--- src/rtl/xz_word_packer_if.sv ---
// xz_word_packer_if: nibble-in / word-out handshake bundle for xz_word_packer.
interface xz_word_packer_if #(
  parameter int NIB_W         = 4,
  parameter int NIBS_PER_WORD = 4
);
  localparam int W = NIB_W * NIBS_PER_WORD;
  logic             in_valid;
  logic             in_ready;
  logic [NIB_W-1:0] in_nib;
  logic             in_last;
  logic             out_valid;
  logic             out_ready;
  logic [W-1:0]     out_word;
  logic [2:0]       out_nibs;
  logic             out_xz;
  modport master (
    output in_valid, in_nib, in_last, out_ready,
    input  in_ready, out_valid, out_word, out_nibs, out_xz
  );
  modport slave (
    input  in_valid, in_nib, in_last, out_ready,
    output in_ready, out_valid, out_word, out_nibs, out_xz
  );
endinterface

--- src/rtl/xz_word_packer.sv ---
// xz_word_packer: scrubs X/Z bits from a 4-state nibble stream, packs nibbles
// MSB-first into two-state words and queues them in a fall-through FIFO.
module xz_word_packer #(
  parameter int   NIB_W         = 4,
  parameter int   NIBS_PER_WORD = 4,
  parameter int   FIFO_DEPTH    = 4,
  parameter logic SCRUB_VAL     = 1'b0,
  parameter int   CNT_W         = 8
) (
  input  logic               clk,
  input  logic               rst_n,
  xz_word_packer_if.slave    bus,
  input  logic               clr_count,
  output logic [CNT_W-1:0]   xz_count
);
  localparam int W  = NIB_W * NIBS_PER_WORD;
  localparam int IW = $clog2(NIBS_PER_WORD);
  localparam int PW = $clog2(FIFO_DEPTH);
  localparam int CW = PW + 1;
  localparam int XW = $clog2(NIB_W + 1);
  localparam int SW = CNT_W + 1;

  logic [W-1:0]     asm_word, word_nxt;
  logic [IW-1:0]    idx;
  logic             flag;
  logic [NIB_W-1:0] xz_bits, clean;
  logic [XW-1:0]    pop_cnt;
  logic [SW-1:0]    sum;
  logic             accept, done, push, pop;
  logic [W-1:0]     mem_word [FIFO_DEPTH];
  logic [2:0]       mem_nibs [FIFO_DEPTH];
  logic             mem_xz   [FIFO_DEPTH];
  logic [PW-1:0]    wptr, rptr;
  logic [CW-1:0]    count, count_nxt;

  // Case-inequality is the only way to see X/Z; anything not exactly 0/1 is scrubbed.
  always_comb begin
    xz_bits = '0;
    clean   = '0;
    pop_cnt = '0;
    for (int i = 0; i < NIB_W; i++) begin
      xz_bits[i] = (bus.in_nib[i] !== 1'b0) && (bus.in_nib[i] !== 1'b1);
      clean[i]   = xz_bits[i] ? SCRUB_VAL : bus.in_nib[i];
      pop_cnt    = pop_cnt + XW'(xz_bits[i]);
    end
  end

  assign accept    = bus.in_valid && bus.in_ready;
  assign done      = (int'(idx) == NIBS_PER_WORD - 1) || bus.in_last;
  assign push      = accept && done;
  assign pop       = bus.out_valid && bus.out_ready;
  assign word_nxt  = asm_word | (W'(clean) << (NIB_W * (NIBS_PER_WORD - 1 - int'(idx))));
  assign count_nxt = count + CW'(push) - CW'(pop);
  assign sum       = {1'b0, xz_count} + SW'(pop_cnt);

  assign bus.out_valid = count != '0;
  assign bus.out_word  = bus.out_valid ? mem_word[rptr] : '0;
  assign bus.out_nibs  = bus.out_valid ? mem_nibs[rptr] : '0;
  assign bus.out_xz    = bus.out_valid && mem_xz[rptr];

  always_ff @(posedge clk or negedge rst_n) begin
    if (!rst_n) begin
      asm_word     <= '0;
      idx          <= '0;
      flag         <= 1'b0;
      wptr         <= '0;
      rptr         <= '0;
      count        <= '0;
      bus.in_ready <= 1'b0;
      xz_count     <= '0;
    end else begin
      bus.in_ready <= count_nxt != CW'(FIFO_DEPTH);
      if (accept) begin
        asm_word <= done ? '0 : word_nxt;
        idx      <= done ? '0 : idx + 1'b1;
        flag     <= !done && (flag || |xz_bits);
      end
      if (push) wptr <= wptr + 1'b1;
      if (pop) rptr <= rptr + 1'b1;
      count <= count_nxt;
      if (clr_count) xz_count <= '0;
      else if (accept) xz_count <= sum[CNT_W] ? '1 : sum[CNT_W-1:0];
    end
  end

  // Storage needs no reset: reads are gated by out_valid.
  always_ff @(posedge clk) begin
    if (push) begin
      mem_word[wptr] <= word_nxt;
      mem_nibs[wptr] <= 3'(idx) + 3'd1;
      mem_xz[wptr]   <= flag || |xz_bits;
    end
  end
endmodule

--- src/flat_wrapper.sv ---
// flat-port wrapper written by rule: the top's interface ports become plain ports
module xz_word_packer_flat 
#(
  parameter int   NIB_W         = 4,
  parameter int   NIBS_PER_WORD = 4,
  parameter int   FIFO_DEPTH    = 4,
  parameter logic SCRUB_VAL     = 1'b0,
  parameter int   CNT_W         = 8
)
  (clk, rst_n, clr_count, xz_count, bus_in_valid, bus_in_nib, bus_in_last, bus_out_ready, bus_in_ready, bus_out_valid, bus_out_word, bus_out_nibs, bus_out_xz);
  xz_word_packer_if #(.NIB_W(NIB_W), .NIBS_PER_WORD(NIBS_PER_WORD)) bus_i ();
  input  logic clk;
  input  logic rst_n;
  input  logic clr_count;
  output logic [CNT_W-1:0] xz_count;
  input wire logic [$bits(bus_i.in_valid)-1:0] bus_in_valid;
  input wire logic [$bits(bus_i.in_nib)-1:0] bus_in_nib;
  input wire logic [$bits(bus_i.in_last)-1:0] bus_in_last;
  input wire logic [$bits(bus_i.out_ready)-1:0] bus_out_ready;
  output wire logic [$bits(bus_i.in_ready)-1:0] bus_in_ready;
  output wire logic [$bits(bus_i.out_valid)-1:0] bus_out_valid;
  output wire logic [$bits(bus_i.out_word)-1:0] bus_out_word;
  output wire logic [$bits(bus_i.out_nibs)-1:0] bus_out_nibs;
  output wire logic [$bits(bus_i.out_xz)-1:0] bus_out_xz;
  assign bus_i.in_valid = bus_in_valid;
  assign bus_i.in_nib = bus_in_nib;
  assign bus_i.in_last = bus_in_last;
  assign bus_i.out_ready = bus_out_ready;
  assign bus_in_ready = bus_i.in_ready;
  assign bus_out_valid = bus_i.out_valid;
  assign bus_out_word = bus_i.out_word;
  assign bus_out_nibs = bus_i.out_nibs;
  assign bus_out_xz = bus_i.out_xz;
  xz_word_packer #(.NIB_W(NIB_W), .NIBS_PER_WORD(NIBS_PER_WORD), .FIFO_DEPTH(FIFO_DEPTH), .SCRUB_VAL(SCRUB_VAL), .CNT_W(CNT_W)) u_core (.clk(clk), .rst_n(rst_n), .bus(bus_i), .clr_count(clr_count), .xz_count(xz_count));
endmodule
--- config.mk ---
export PLATFORM = sky130hd
export DESIGN_NAME = xz_word_packer_flat
export DESIGN_NICKNAME = d
export VERILOG_FILES = /design/src/rtl/xz_word_packer_if.sv /design/src/rtl/xz_word_packer.sv /design/src/flat_wrapper.sv
export SDC_FILE = /design/constraint.sdc
export NUM_CORES = 1
export LEC_CHECK = 0
export CELL_PAD_IN_SITES_DETAIL_PLACEMENT = 0
export CELL_PAD_IN_SITES_GLOBAL_PLACEMENT = 2
export CORE_MARGIN = 2
export CORE_UTILIZATION = 41
export DETAILED_ROUTE_END_ITERATION = 10
export DONT_BUFFER_PORTS = 1
export PLACE_DENSITY_LB_ADDON = 0.1
export SYNTH_ARGS = -nofsm -noshare
export SYNTH_HDL_FRONTEND = slang
export SYNTH_SLANG_ARGS = --single-unit
export TNS_END_PERCENT = 50
--- constraint.sdc ---
create_clock -name clk -period 4.6 [get_ports clk]
set_input_delay 0.69 -clock clk [delete_from_list [all_inputs] [get_ports clk]]
set_output_delay 0.69 -clock clk [all_outputs]
set_load 0.02 [all_outputs]
==> flow_summary_export.csv, run 1 <==
group,metric,value,unit
clock_network,worstSkewPairLatency,0.36,ns
synth,avgSynthCellArea,16.8,µm²
critical_path,crit_family,"flip-flops",
final_layout,final_util,45.2,%
pwr,powerDensity,617,nW/µm²
sta,max_slew_margin,26.6,%
min_path,hp-class,"in2reg",
synth,syn_area,4380,µm²
clock_network,path_clk_slew,0.09,ns
pwr,total_power,2.88,mW
sta,whs,0.500,ns
synth,ys_types,26,
final_layout,layout_commonest_cell,"edfxtp_1",
critical_path,worstPathBufferInverterCount,1,
sta,clock_skew,0.00774,ns
critical_path,reg2reg_from,"u_core.count[0]$_DFF_PN0_",
synth,synth-xor-area-share,1.00,%
routing,wl,7810,µm
sta,final_hold_viol_count,0,
flow_run,drv_cap,0,
floorplanning,die_h,107,µm
routing,postRouteAntennaNets,0,
floorplanning,num_rows,37,
floorplanning,core_area,10300,µm²
pwr,vdd_drop_max,0.239,mV
critical_path,required,3.91,ns
routing,viasPerCell,5.07,
clock_network,cts_resized,0,
critical_path,critical_path.max_fanout,13,
sta,drv_slew,0,
clock_network,cts_made_buffers,9,
synth,ys_seq_area_share,70.3,%
critical_path,crit_arrival,2.42,ns
synth,synth-compound-area-share,4.78,%
placement,gp_congestion,0.722,
synth,synth_top_family_by_area,"multiplexers",
critical_path,path_cells,"buf_4, mux4_1, and2_1",
floorplanning,die_x,107,µm
sta,rsz0062_at_grt,"false",
global_routing,grt_use_total,14.7,%
sta,fmax,321,MHz
synth,yosysWarnings,0,
global_routing,grt_max_degree,24,
sta,setup_tns,0,ns
final_layout,finalNetCount,283,
clock_network,cts-htree-levels,3,
outcome,outcome,"finished, final reports clean",
clock_network,cts_tree,"done",
floorplanning,io_pins,40,
critical_path,regToRegSetupSlack,1.70,ns
critical_path,r2r_cells,9,
global_routing,grt_pass1_wl,12300,µm
clock_network,clock-sinks,107,
routing,first_pass_iters,4,
synth,ys_ff_latch,107,
routing,routed-via-count,2060,
floorplanning,initial_core_util,42.4,%
synth,synthSimpleGateAreaFrac,6.98,%
min_path,hold_path_depth,2,
final_layout,fill_cells,934,
critical_path,worstReg2RegEnd,"u_core.bus.in_ready$_DFF_PN0_",
sta,post-route-period-util,67.7,%
routing,drc_errors,0,
final_layout,syn2layout_area_growth,6.75,%
final_layout,drive_gt1_share,14.4,%
pwr,p_leak,1.79,nW
clock_network,clk_path_buf_depth,2,
critical_path,slowest_stage,"dfrtp_1",
clock_network,ctsHoldBuffers,2,
global_routing,grt_overflow_total,0,
placement,port_buffers,0,
placement,dp_hpwl,4940,µm
routing,first_iter_violations,47,
min_path,hold_path_end,"u_core.rptr[1]$_DFFE_PN0P_",
clock_network,cts_setup_buffers,0,
critical_path,max_stage_delay,0.90,ns
sta,period_needed,3.11,ns
final_layout,diodes,0,
critical_path,worst_setup_path_start_kind,"flop",
synth,syn_inst,260,
synth,muxShareOfSynthArea,11.0,%
synth,synthAdderAreaFrac,2.46,%
global_routing,grt_pass1_vias,2146,
final_layout,layout_common_cells,"edfxtp_1, dfrtp_1, and2_1, nor2_1, mux4_2",
critical_path,endpoint_kind,"output port",
min_path,min_from,"bus_out_ready",
sta,setup_viol,0,
sta,worst_pin_slew,1.10,ns
global_routing,antenna_found_initial,0,
clock_network,cts-root-buf,"clkbuf_8",
routing,wl_per_cell,19.2,µm
floorplanning,dieArea,11500,µm²
critical_path,setup.worst_path.class,"reg2out",
[how the worst max path moves through the flow]
| stage | startpoint | endpoint | slack [ns] | cells past startpoint |
|---|---|---|---|---|
| global placement | u_core.count[0]$_DFF_PN0_ | u_core.bus.in_ready$_DFF_PN0_ | 1.62 | 9 |
| CTS | u_core.rptr[0]$_DFFE_PN0P_ | bus_out_xz | 1.43 | 3 |
| global route | u_core.rptr[0]$_DFFE_PN0P_ | bus_out_xz | 1.28 | 3 |
| detailed placement | u_core.count[0]$_DFF_PN0_ | u_core.bus.in_ready$_DFF_PN0_ | 1.58 | 9 |
| floorplan | bus_in_valid | u_core.bus.in_ready$_DFF_PN0_ | 1.99 | 11 |
| finish | u_core.rptr[0]$_DFFE_PN0P_ | bus_out_xz | 1.49 | 3 |
[layer usage]
layer	share of wire (%)	wire length (µm)	global-route usage [%]	vias up
met5	0	0	0	-
met4	1.5	114	5.84	0
met3	4.3	339	3.57	10
met2	48	3760	23.5	37
met1	46	3590	19.5	1059
li1	-	-	-	954
[Yosys cell counts]
cell type | instances | area (µm²)
edfxtp_1 | 80 | 2400
dfrtp_1 | 27 | 676
and2_1 | 26 | 163
nor2_1 | 20 | 75.1
mux4_2 | 18 | 405
a21o_1 | 16 | 120
a21oi_1 | 16 | 80.1
buf_4 | 8 | 60.1
ha_1 | 7 | 87.6
inv_1 | 7 | 26.3
clkbuf_1 | 5 | 18.8
and3_1 | 4 | 25.0
buf_2 | 4 | 20.0
xnor2_1 | 4 | 35.0
nor2b_1 | 3 | 18.8
buf_6 | 2 | 22.5
mux2_2 | 2 | 22.5
mux4_1 | 2 | 52.6
nand2_1 | 2 | 7.51
a22o_1 | 1 | 8.76
conb_1 | 1 | 3.75
fa_1 | 1 | 20.0
nand3_1 | 1 | 5.00
nor3_1 | 1 | 5.00
or3_1 | 1 | 6.26
xor2_1 | 1 | 8.76
[area by class of cell]
| cell class | instances | area [µm²] | share of cell area, % |
|---|---|---|---|
| flip-flops and latches | 107 | 3080 | 65.9 |
| multi-input cells | 134 | 1180 | 25.2 |
| well taps | 136 | 170 | 3.64 |
| clock buffers | 10 | 128 | 2.73 |
| repair buffers | 6 | 50.0 | 1.07 |
| clock inverters | 6 | 42.5 | 0.911 |
| inverters | 7 | 26.3 | 0.563 |
[worst register-to-register path, delay by kind of cell (launching register included)]
kind	cells	cell delay, ns
XOR/XNOR	2	0.35
adder cells (fa/ha/maj)	3	0.82
buffers and inverters	1	0.04
flip-flops	1	0.39
AND/OR/NAND/NOR	3	1.19
[cell families after synthesis]
group,count (synthesis)
XOR/XNOR,5
AO/OA/AOI/OAI,33
adder cells (fa/ha/maj),8
flip-flops,107
AND/OR/NAND/NOR,58
other,1
multiplexers,22
buffers and inverters,26
[power breakdown]
part	total, mW	internal [mW]	switching (mW)
Clock	0.509	0.198	0.311
Combinational	0.930	0.381	0.549
Sequential	1.44	1.30	0.145
[metrics by stage]
stage	area (µm²)	setup slack, ns	cells
global route	4670	1.28	406
global placement	4480	1.62	388
floorplan	4400	1.99	267
detailed placement	4480	1.58	388
CTS	4670	1.43	406
finish	4670	1.49	406
[registers in the layout (all words and copies together), names as in the netlist]
name,count
u_core.asm_word,16
u_core.rptr,2
u_core.bus.in_ready,1
u_core.mem_nibs,12
u_core.wptr,2
u_core.mem_word,64
u_core.flag,1
u_core.mem_xz,4
u_core.count,3
u_core.idx,2
Power figures use the tool's default switching activity.
==> inputs of run 2 (changes only) <==
- clock period: 4.6 -> 2.5 ns (I/O delays scaled with it)
==> run 2 against run 1 <==
Net effect:
- flip-flop and latch count unchanged
- die area unchanged
- count of clock-buffer cells in the layout down 1
- routed wire length is 0.47% higher
- cell count grew 2.2%
- utilization grew 1.2 points
- global-route usage is 0.38 points higher
- clock skew grew 0.00097 ns
- hold slack worse by 0.32 ns
- sequential power increased by 76%
- total power is 94% higher
- cell area is 2.7% higher
- critical path type is now reg2reg
- largest power group unchanged
==> flow_summary_export.csv, run 2 (synthesized netlist as in run 1, its figures left out) <==
group,metric,value,unit
sta,clock_skew,0.00871,ns
sta,fmax,429,MHz
floorplanning,initial_core_util,42.4,%
critical_path,critical_path.max_fanout,2,
outcome,outcome,"finished, final reports clean",
final_layout,reg_top3,"u_core.mem_word x64, u_core.asm_word x16, u_core.mem_nibs x12",
critical_path,max_stage_delay,0.39,ns
critical_path,slowest_stage,"or3_1",
min_path,hold_path_depth,2,
floorplanning,dieArea,11500,µm²
final_layout,layout_common_cells,"edfxtp_1, dfrtp_1, and2_1, nor2_1, mux4_2",
pwr,power.switching,1.86,mW
final_layout,fill_cells,918,
pwr,p_comb_share,34.6,%
routing,drc_errors,0,
final_layout,largest_reg_flops,64,
pwr,p_clk_share,20.2,%
clock_network,cts_made_buffers,9,
pwr,swShare,33.2,%
final_layout,final_util,46.5,%
pwr,total_power,5.59,mW
global_routing,grt_use_total,15.1,%
routing,routed-via-count,2099,
floorplanning,io_pins,40,
pwr,seqPwrFrac,45.2,%
sta,post-route-period-util,93.2,%
global_routing,grt_pass1_vias,2267,
final_layout,layout_commonest_cell,"edfxtp_1",
placement,gp_congestion,0.715,
clock_network,clk_path_buf_depth,2,
sta,period_needed,2.33,ns
clock_network,path_clk_slew,0.09,ns
floorplanning,die_x,107,µm
global_routing,grt_pass1_wl,12500,µm
routing,first_pass_iters,4,
final_layout,drive_gt1_share,17.9,%
global_routing,antenna_found_initial,0,
critical_path,crit_arrival,2.59,ns
sta,setup_tns,0,ns
final_layout,finalNetCount,292,
sta,final_hold_viol_count,0,
sta,worst_pin_slew,0.668,ns
routing,first_iter_violations,103,
final_layout,syn2layout_area_growth,9.64,%
critical_path,required,2.75,ns
final_layout,largest_register,"u_core.mem_word",
sta,whs,0.183,ns
global_routing,grt_max_degree,28,
critical_path,path_cells,"or3_1, and2_4, ha_1, inv_1, ha_1, fa_1, xnor2_1, xnor2_1, nand2_1",
floorplanning,die_h,107,µm
critical_path,worst_setup_path_start_kind,"flop",
pwr,vdd_drop_max,0.447,mV
routing,viasPerCell,5.06,
clock_network,cts_tree,"done",
final_layout,diodes,0,
pwr,p_leak,1.86,nW
sta,max_slew_margin,55.4,%
routing,wl,7840,µm
pwr,powerDensity,1170,nW/µm²
min_path,hp-class,"in2reg",
sta,setup_viol,0,
critical_path,crit_family,"adder cells",
clock_network,worstSkewPairLatency,0.37,ns
placement,port_buffers,0,
clock_network,clock-sinks,107,
critical_path,endpoint_kind,"flop",
floorplanning,core_area,10300,µm²
pwr,intPower,3.73,mW
global_routing,grt_overflow_total,0,
clock_network,cts-root-buf,"clkbuf_8",
clock_network,cts-htree-levels,3,
routing,postRouteAntennaNets,0,
critical_path,worstPathBufferInverterCount,1,
critical_path,r2r_cells,9,
flow_run,drv_cap,0,
critical_path,setup.worst_path.class,"reg2reg",
critical_path,crit_cells,9,
sta,drv_slew,0,
routing,wl_per_cell,18.9,µm
sta,rsz0062_at_grt,"false",
placement,dp_hpwl,4890,µm
floorplanning,num_rows,37,
[run 2: changes by cell type in the layout (fill, tap and decap cells not counted), sizes merged]
cell         change
inv              -1
buf             +10
dlygate4sd3      -1
bufinv           +2
clkbuf           -1
[run 2: worst register-to-register path, cell delays in order (launching register included)]
cell	delay, ns
dfrtp_1	0.38
or3_1	0.39
and2_4	0.17
ha_1	0.27
inv_1	0.04
ha_1	0.18
fa_1	0.37
xnor2_1	0.19
xnor2_1	0.16
nand2_1	0.07
[run 2: layer usage]
layer | up-vias | GRT usage (%) | routed length, µm
met5 | - | 0 | 0
met4 | 0 | 7.24 | 133
met3 | 10 | 3.69 | 355
met2 | 35 | 25.4 | 3990
met1 | 1083 | 18.3 | 3370
li1 | 971 | - | -
[run 2: layout make-up]
cell class	count	area (µm²)	share of cell area, %
timing repair buffer	15	128	2.66
multi-input combinational	134	1180	24.6
tap	136	170	3.55
clock inverter	7	92.6	1.93
inverter	7	26.3	0.548
clock buffer	9	124	2.58
sequential	107	3080	64.2
[run 2: metrics by stage]
step,setup WS (ns),area (µm²),std cells
final,0.169,4800,415
after global routing,0.0286,4800,415
after CTS,0.153,4790,414
after detailed placement,0.172,4540,396
after global placement,0.174,4540,396
after floorplan,0.0278,4400,267
[run 2: timing repair]
action                                 CTS  global route
resized for setup                        0             1
setup buffers                            0             1
endpoints found under the hold margin   27             0
setup endpoints to repair                0             1
hold buffers                             2             0
[run 2: path summary, 6_finish.rpt]
check                                                 from                         endpoint  slack, ns
min in group asynchronous                            rst_n       u_core.wptr[1]$_DFFE_PN0N_       0.42
max                              u_core.count[0]$_DFF_PN0_    u_core.bus.in_ready$_DFF_PN0_       0.17
min                                          bus_out_ready       u_core.rptr[1]$_DFFE_PN0P_       0.18
max in group asynchronous                            rst_n   u_core.asm_word[1]$_DFFE_PN0N_       1.91
min reg2reg                u_core.asm_word[11]$_DFFE_PN0N_  u_core.asm_word[11]$_DFFE_PN0N_       0.51
max reg2reg                      u_core.count[0]$_DFF_PN0_    u_core.bus.in_ready$_DFF_PN0_       0.17
[run 2: power groups by stage]
| stage | logic (mW) | registers, mW | clock network [mW] |
|---|---|---|---|
| detailed placement | 1.93 | 2.57 | 0 |
| finish | 1.94 | 2.53 | 1.13 |
| global placement | 1.91 | 2.56 | 0 |
| global route | 2.14 | 2.56 | 1.23 |
| CTS | 1.95 | 2.53 | 1.17 |
| floorplan | 1.57 | 2.54 | 0 |
